===== config.mk =====
export PLATFORM = sky130hd
export DESIGN_NAME = writeback_stage
export DESIGN_NICKNAME = d
export VERILOG_FILES = /design/src/rtl/writeback_stage_pkg.sv /design/src/rtl/writeback_stage_result_mux.sv /design/src/rtl/writeback_stage.sv
export SDC_FILE = /design/constraint.sdc
export NUM_CORES = 1
export LEC_CHECK = 0
export CAP_MARGIN = 0
export CORE_UTILIZATION = 46
export DETAILED_ROUTE_END_ITERATION = 8
export PLACE_DENSITY = 0.94
export SETUP_SLACK_MARGIN = 0.3
export SKIP_CTS_REPAIR_TIMING = 1
export SLEW_MARGIN = 20
export SYNTH_ARGS = -nofsm -noshare
export SYNTH_HDL_FRONTEND = slang
export SYNTH_SLANG_ARGS = --single-unit

===== constraint.sdc =====
create_clock -name clk -period 7.33 [get_ports clk]
set_input_delay 1.466 -clock clk [delete_from_list [all_inputs] [get_ports clk]]
set_output_delay 1.466 -clock clk [all_outputs]
set_load 0.01 [all_outputs]

===== src/rtl/writeback_stage_pkg.sv =====
// Shared definitions for the writeback stage and its result mux.
//   - Opcode constants (LHI, TRAP), DInSrc encodings, halt FSM state type.
//   - mem_wb_t: the MEM/WB pipeline register contents.
//   - is_bubble(): identifies pipeline bubbles (no retirement side effect).
package writeback_stage_pkg;

  localparam logic [5:0] OP_LHI  = 6'h0F;
  localparam logic [5:0] OP_TRAP = 6'h11;

  localparam logic [1:0] SRC_ALU  = 2'b00;
  localparam logic [1:0] SRC_MEM  = 2'b01;
  localparam logic [1:0] SRC_FPU  = 2'b10;
  localparam logic [1:0] SRC_LINK = 2'b11;

  typedef enum logic {
    ST_RUN    = 1'b0,
    ST_HALTED = 1'b1
  } wb_state_e;

  typedef struct packed {
    logic [31:0] mem_dout;
    logic [31:0] alu_out;
    logic [31:0] fpu_out;
    logic [31:0] pc_plus_four;
    logic [15:0] imm;
    logic [5:0]  opcode;
    logic [5:0]  funct;
    logic [1:0]  din_src;
    logic        reg_we;
    logic [5:0]  reg_w_addr;
  } mem_wb_t;

  function automatic logic is_bubble(input logic [5:0] opcode,
                                     input logic [5:0] funct,
                                     input logic       reg_we);
    return (opcode == 6'd0) && (funct == 6'd0) && !reg_we;
  endfunction

endpackage


===== src/rtl/writeback_stage_result_mux.sv =====
// wb_result_mux: combinational result-word selection for writeback.
//   din_src  : selects ALU / memory / FPU / link value
//   opcode   : LHI overrides the ALU path with {imm, 16'h0}
//   imm, alu_out, mem_dout, fpu_out, pc_plus_four : candidate sources
//   result   : selected write data
// Kept separate so the forwarding unit can reuse the same selection.
module wb_result_mux
  import writeback_stage_pkg::*;
(
  input  logic [1:0]  din_src,
  input  logic [5:0]  opcode,
  input  logic [15:0] imm,
  input  logic [31:0] alu_out,
  input  logic [31:0] mem_dout,
  input  logic [31:0] fpu_out,
  input  logic [31:0] pc_plus_four,
  output logic [31:0] result
);

  always_comb begin
    result = alu_out;
    case (din_src)
      SRC_ALU:  result = (opcode == OP_LHI) ? {imm, 16'h0000} : alu_out;
      SRC_MEM:  result = mem_dout;
      SRC_FPU:  result = fpu_out;
      SRC_LINK: result = pc_plus_four;
      default:  result = alu_out;
    endcase
  end

endmodule


===== src/rtl/writeback_stage.sv =====
// writeback_stage: final pipeline stage.
//   clk, reset (async, active-high), stall (hold MEM/WB register)
//   Next*        : memory-stage outputs latched into MEM/WB
//   RegWData/RegWAddr/RegWE : register-file write port
//   FwdValid     : same-cycle forwarding qualifier (== RegWE)
//   Halted       : trap reached WB or machine already halted
//   RetiredCount/CycleCount : performance counters, present only when
//                  WB_PERF_COUNT_EN is defined, otherwise tied to 0.
module writeback_stage
  import writeback_stage_pkg::*;
#(
  parameter int CNT_W = 32
) (
  input  logic             clk,
  input  logic             reset,
  input  logic             stall,
  input  logic [31:0]      NextMEMDout,
  input  logic [31:0]      NextALUOut,
  input  logic [31:0]      NextFPUOut,
  input  logic [31:0]      NextPCPlusFour,
  input  logic [15:0]      NextImmediate,
  input  logic [5:0]       NextOpcode,
  input  logic [5:0]       NextFunct,
  input  logic [1:0]       NextDInSrc,
  input  logic             NextRegWE,
  input  logic [5:0]       NextRegWAddr,
  output logic [31:0]      RegWData,
  output logic [5:0]       RegWAddr,
  output logic             RegWE,
  output logic             FwdValid,
  output logic             Halted,
  output logic [CNT_W-1:0] RetiredCount,
  output logic [CNT_W-1:0] CycleCount
);

  mem_wb_t   mw, mw_nxt;
  wb_state_e state, state_nxt;

  always_comb begin
    mw_nxt              = '0;
    mw_nxt.mem_dout     = NextMEMDout;
    mw_nxt.alu_out      = NextALUOut;
    mw_nxt.fpu_out      = NextFPUOut;
    mw_nxt.pc_plus_four = NextPCPlusFour;
    mw_nxt.imm          = NextImmediate;
    mw_nxt.opcode       = NextOpcode;
    mw_nxt.funct        = NextFunct;
    mw_nxt.din_src      = NextDInSrc;
    mw_nxt.reg_we       = NextRegWE;
    mw_nxt.reg_w_addr   = NextRegWAddr;
  end

  // Keeps loading while halted; writes are blocked by RegWE instead.
  always_ff @(posedge clk or posedge reset) begin
    if (reset)       mw <= '0;
    else if (!stall) mw <= mw_nxt;
  end

  always_ff @(posedge clk or posedge reset) begin
    if (reset) state <= ST_RUN;
    else       state <= state_nxt;
  end

  always_comb begin
    state_nxt = state;
    if (state == ST_RUN && !stall && mw.opcode == OP_TRAP)
      state_nxt = ST_HALTED;
  end

  wb_result_mux u_mux (
    .din_src      (mw.din_src),
    .opcode       (mw.opcode),
    .imm          (mw.imm),
    .alu_out      (mw.alu_out),
    .mem_dout     (mw.mem_dout),
    .fpu_out      (mw.fpu_out),
    .pc_plus_four (mw.pc_plus_four),
    .result       (RegWData)
  );

  // Only integer r0 is hardwired; address 32 is f0 and is writable.
  assign RegWAddr = mw.reg_w_addr;
  assign RegWE    = mw.reg_we && (state == ST_RUN) && (mw.reg_w_addr != 6'd0)
                    && (mw.opcode != OP_TRAP);
  assign FwdValid = RegWE;
  // Combinational term lets Halted rise in the trap's own WB cycle.
  assign Halted   = (state == ST_HALTED) || (mw.opcode == OP_TRAP);

`ifdef WB_PERF_COUNT_EN
  logic [CNT_W-1:0] cyc_q, ret_q;

  always_ff @(posedge clk or posedge reset) begin
    if (reset) begin
      cyc_q <= '0;
      ret_q <= '0;
    end else if (state == ST_RUN) begin
      cyc_q <= cyc_q + CNT_W'(1);
      if (!stall && !is_bubble(mw.opcode, mw.funct, mw.reg_we))
        ret_q <= ret_q + CNT_W'(1);
    end
  end

  assign CycleCount   = cyc_q;
  assign RetiredCount = ret_q;
`else
  logic unused_funct;
  assign unused_funct = ^mw.funct;
  assign CycleCount   = '0;
  assign RetiredCount = '0;
`endif

endmodule

# Yosys cells after proc, flatten, opt, wreduce, memory -nomap -nowiden
# Cells that the tools add are included.
word_totals:
  ff_bits: 160
  wordCells: 28
classes:
  eq_ne: 6
  mux: 2
  bitwise: 1
  n_reduce_logical: 9
op_table:
  columns: ["cell", "n"]
  rows:
  - ["$pmux 32 s4", 1]
  - ["$mux 32", 1]
  - ["$eq 6x4->1 const B", 1]
  - ["$eq 6x5->1 const B", 1]
  - ["$ne 6x5->1 const B", 1]
  - ["$reduce_bool 6->1", 1]
  - ["$logic_and 1x1->1", 5]
  - ["$eq 2x2->1 const B", 2]
  - ["$eq 2x1->1 const B", 1]
  - ["$logic_not 2->1", 1]
  - ["$logic_not 1->1", 1]
  - ["$logic_or 1x1->1", 1]
  - ["$not 1->1", 1]

# Logic depth before layout (Yosys ltp)
logic_depth:
  word_depth: 4
  mapped_depth: 6

# By module
# Synthesis repeated with hierarchy kept, for this count alone.
unflattened:
  hier_cells: 554
  area_unflattened_um2: 8141.6
modules_own_cells:
  columns: ["module", "seq_area_each_um2", "instances", "area_per_inst_um2", "cells_each"]
  rows:
  - ["writeback_stage", 4003.8, 1, 6924.1, 417]
  - ["wb_result_mux", 0.0, 1, 1217.4, 137]

# Worst setup path after synthesis
# No wires, ideal clock.
synth_path:
  path_type: "flip-flop to output port"
  from: "reg mw[19] (netlist name)"
  to: "out RegWData[19]"
  required_time_ns: 5.864
  stages_incl_launch_ff: 7
  t_arrival_ns: 1.428
  path_buffers: 3
  setup_slack_ns: 4.436
  cell_sequence: "dfrtp_1 > nand2b_4 > buf_6 > buf_6 > buf_2 > o31a_1 > a21oi_1"
synth_via:
  elab_chain_len: 3
synth_lines:
  columns: ["element", "line_no", "text"]
  rows:
  - ["from (decl)", "writeback_stage.sv:36", "mem_wb_t mw, mw_nxt;"]
  - ["from (signal assigned)", "writeback_stage.sv:56", "else if (!stall) mw <= mw_nxt;"]
  - ["$eq 6x4->1", "writeback_stage_result_mux.sv:23", "SRC_ALU: result = (opcode == OP_LHI) ? {imm, 16'h0000} : alu_out;"]
  - ["$mux 32", "writeback_stage_result_mux.sv:23", null]
  - ["$pmux 32 s4", "writeback_stage_result_mux.sv:22", "case (din_src)"]
  - ["to (decl)", "writeback_stage.sv:27", "output logic [31:0] RegWData,"]
# Every way passes these cells.

# Final worst setup path
layout_path:
  from: "reg mw[7] (netlist name)"
  to: "out RegWData[29]"
layout_via:
  elab_chain_len: 2
  word_cells_on_any_way: 5
  classes_between: "eq/ne (3); mux (1); reduce/logical (1)"
layout_lines:
  columns: ["element", "line_no"]
  rows:
  - ["$eq 2x2->1 (tied with other cells)", "writeback_stage_result_mux.sv:22"]
  - ["$pmux 32 s4 (*)", "writeback_stage_result_mux.sv:22"]
# Every way passes the cells marked *; elsewhere a longest branch is shown, timed or not.

==> impl_metrics.csv <==
group,metric,value,unit
grt,grt_pass1_vias,5279,
logic_synthesis,synth_top_family_by_area,"multiplexers",
critical_path,worstPathRequired,5.86,ns
critical_path,startpoint_type,"flip-flop",
min_path,min_path_type,"flip-flop to flip-flop",
sta,worst_slew_pin_slew,0.7987,ns
clock_network,cts_tree,"done",
floorplan,num_rows,47,
logic_synthesis,yosys_warnings,0,
placed_design,gp_congestion,0.8359,
logic_synthesis,synth-edff-count,0,
logic_synthesis,syn_inst,570,
floorplan,dieArea,0.01739,mm^2
floorplan,core,0.01652,mm^2
floorplan,die_w,131.9,um
detailed_routing,routed_wl,17590,um
floorplan,initial_core_util,0.4694,
cells_and_area,num-nets-final,918,
sta,fin_skew,0.006004,ns
clock_network,numCtsBuffers,17,
sta,fin_ws,2.968,ns
sta,finalMaxSlewViolations,0,
cells_and_area,areaGrowthSynthToFinish,31.48,%
clock_network,htree_levels,4,
logic_synthesis,yosys.area_share.simple,0.01081,
run_status,status,"finished, final reports clean",
floorplan,die_y,131.9,um
pwr,p_total,2327,uW
grt,grt_pass1_wl,28550,um
detailed_routing,viasPerCell,5.093,
pwr,power_per_cell_area,228.2,mW/mm^2
grt,grt_use_total,0.2142,
placed_design,hpwlAfterDp,12420,um
logic_synthesis,synth_area,0.007757,mm^2
detailed_routing,drt_iter0_drc,202,
sta,hold_viol,0,
sta,finalSetupViolations,0,
job,drv_cap,0,
sta,min_period,4.362,ns
sta,fmax,229.2,MHz
sta,finalSetupTns,0,ns
critical_path,cp_max_fo,18,
logic_synthesis,synth_fa_ha_area_frac,0,
placed_design,portBuffers,202,
sta,finalCritPeriodShare,0.5951,
critical_path,end_kind,"primary output",
clock_network,path_clk_slew,0.07,ns
detailed_routing,postRouteAntennaNets,0,
grt,antenna_found_initial,1,
logic_synthesis,synth_mux_area_frac,0.2979,
sta,slew_headroom,0.4675,
logic_synthesis,syn_area_per_cell,13.61,um^2
grt,grt_max_degree,123,
logic_synthesis,yosysSeqAreaShare,0.5161,
logic_synthesis,ys_async_sr_fraction,1.000,
critical_path,worstPathArrival,2.90,ns
pwr,leakagePower,0.004249,uW
placed_design,post-place-ws,3.367,ns
cells_and_area,drive_above_1_share,0.1560,
clock_network,clockBufferDepth,2,
detailed_routing,wl_per_cell,17.88,um
logic_synthesis,synth_compound_area_frac,0.07323,
clock_network,cts.sinks,160,
placed_design,post_dp_cell_area,0.009609,mm^2
grt,grt-ovfl-total,0,
logic_synthesis,synth-seq-cells,160,
detailed_routing,drt-pass1-iter-count,4,
logic_synthesis,yosysUniqueCellTypes,29,
pwr,peakVddDrop,154.9,uV
floorplan,io_pins,273,
clock_network,clock_latency,0.42,ns
sta,rsz0062_at_grt,"false",
critical_path,crit_type,"flip-flop to primary output",
detailed_routing,route.detailed.drc,0,
logic_synthesis,synth-xor-area-share,0,
clock_network,root_buffer,"clkbuf_16",
sta,hold_ws,0.4868,ns
cells_and_area,fin_area,0.01020,mm^2
detailed_routing,vias,5012,
logic_synthesis,synth_ff_type,"dfrtp_1",
-- Yosys cell counts (2+ instances only) --
cell | number | share of area
dfrtp_1 | 160 | 0.52
mux2_1 | 99 | 0.14
buf_4 | 71 | 0.069
mux2_2 | 60 | 0.087
buf_2 | 26 | 0.017
a21oi_1 | 16 | 0.010
inv_1 | 16 | 0.0077
mux2i_1 | 16 | 0.021
mux4_2 | 16 | 0.046
o21a_1 | 16 | 0.015
o2bb2ai_1 | 16 | 0.018
o31a_1 | 16 | 0.018
o21ai_0 | 10 | 0.0065
clkbuf_1 | 8 | 0.0039
o21ai_1 | 6 | 0.0039
buf_1 | 3 | 0.0015
buf_6 | 2 | 0.0029
nand2b_1 | 2 | 0.0016
-- flip-flops by register name, indices dropped and copies added (netlist names) --
name / flops
RegWAddr: 6
mw: 153
state: 1
-- worst max-delay path, cell delays in order (launching register included) --
cell             delay (ns)
dfrtp_2                0.62
buf_4                  0.35
nor2_2                 0.64
o31a_1                 0.27
a21oi_1                0.08
clkdlybuf4s50_1        0.50
-- layer usage --
layer,up-vias,global-route usage,routed length [um]
met5,-,0,0
met4,0,0.1208,830
met3,50,0.04883,874
met2,191,0.3369,8298
met1,2503,0.2741,7589
li1,2268,-,-
-- logic make-up (layout without fill, tap and decap cells) --
family	after synthesis	count (layout)
mux	191	191
flops	160	160
buf+inv	126	256
compound gates	81	81
simple gates	11	11
other cells	1	65
-- final timing paths --
check	to	cells after the start	startpoint	slack, ns
max	RegWData[29]	5	mw[7]	2.97
min	mw[119]	1	mw[119]	0.49
max reg2reg	mw[8]	2	mw[8]	6.23
min reg2reg	mw[119]	1	mw[119]	0.49
max in group asynchronous	mw[118]	3	reset	4.62
min in group asynchronous	mw[72]	2	reset	1.59
-- report_power, final --
group          internal, uW  leakage [uW]  switching [uW]
Combinational           275       0.00211             196
Clock                   457      0.000268             375
Sequential              972       0.00187            52.3
Total                  1700       0.00425             623
-- placed cells by master (no fill, tap or decap), drive strengths merged, types with 3 or more instances in the layout --
master / count
buf: 7
o31a: 16
conb: 64
a21oi: 16
dfrtp: 160
mux2: 159
clkinv: 6
clkbuf: 19
clkinvlp: 3
o21ai: 16
nand2b: 3
mux4: 16
inv: 20
o2bb2ai: 16
mux2i: 16
o21a: 16
clkdlybuf4s50: 201
-- through the flow --
step	utilization	instances
finish	0.6172	984
detailed placement	0.5815	950
floorplan	-	633
CTS	0.6153	982
global placement	0.5815	950
global route	0.6172	984
-- final cells by class --
class | count | area (um^2)
antenna | 1 | 2.502
clock buffer | 19 | 452.9
clock inverter | 13 | 105.1
fill | 1244 | 6325
inverter | 16 | 67.56
multi-input combinational | 347 | 3203
sequential | 160 | 4005
tap | 220 | 275.3
timing repair buffer | 208 | 2088
(Power assumes the default switching activity.)
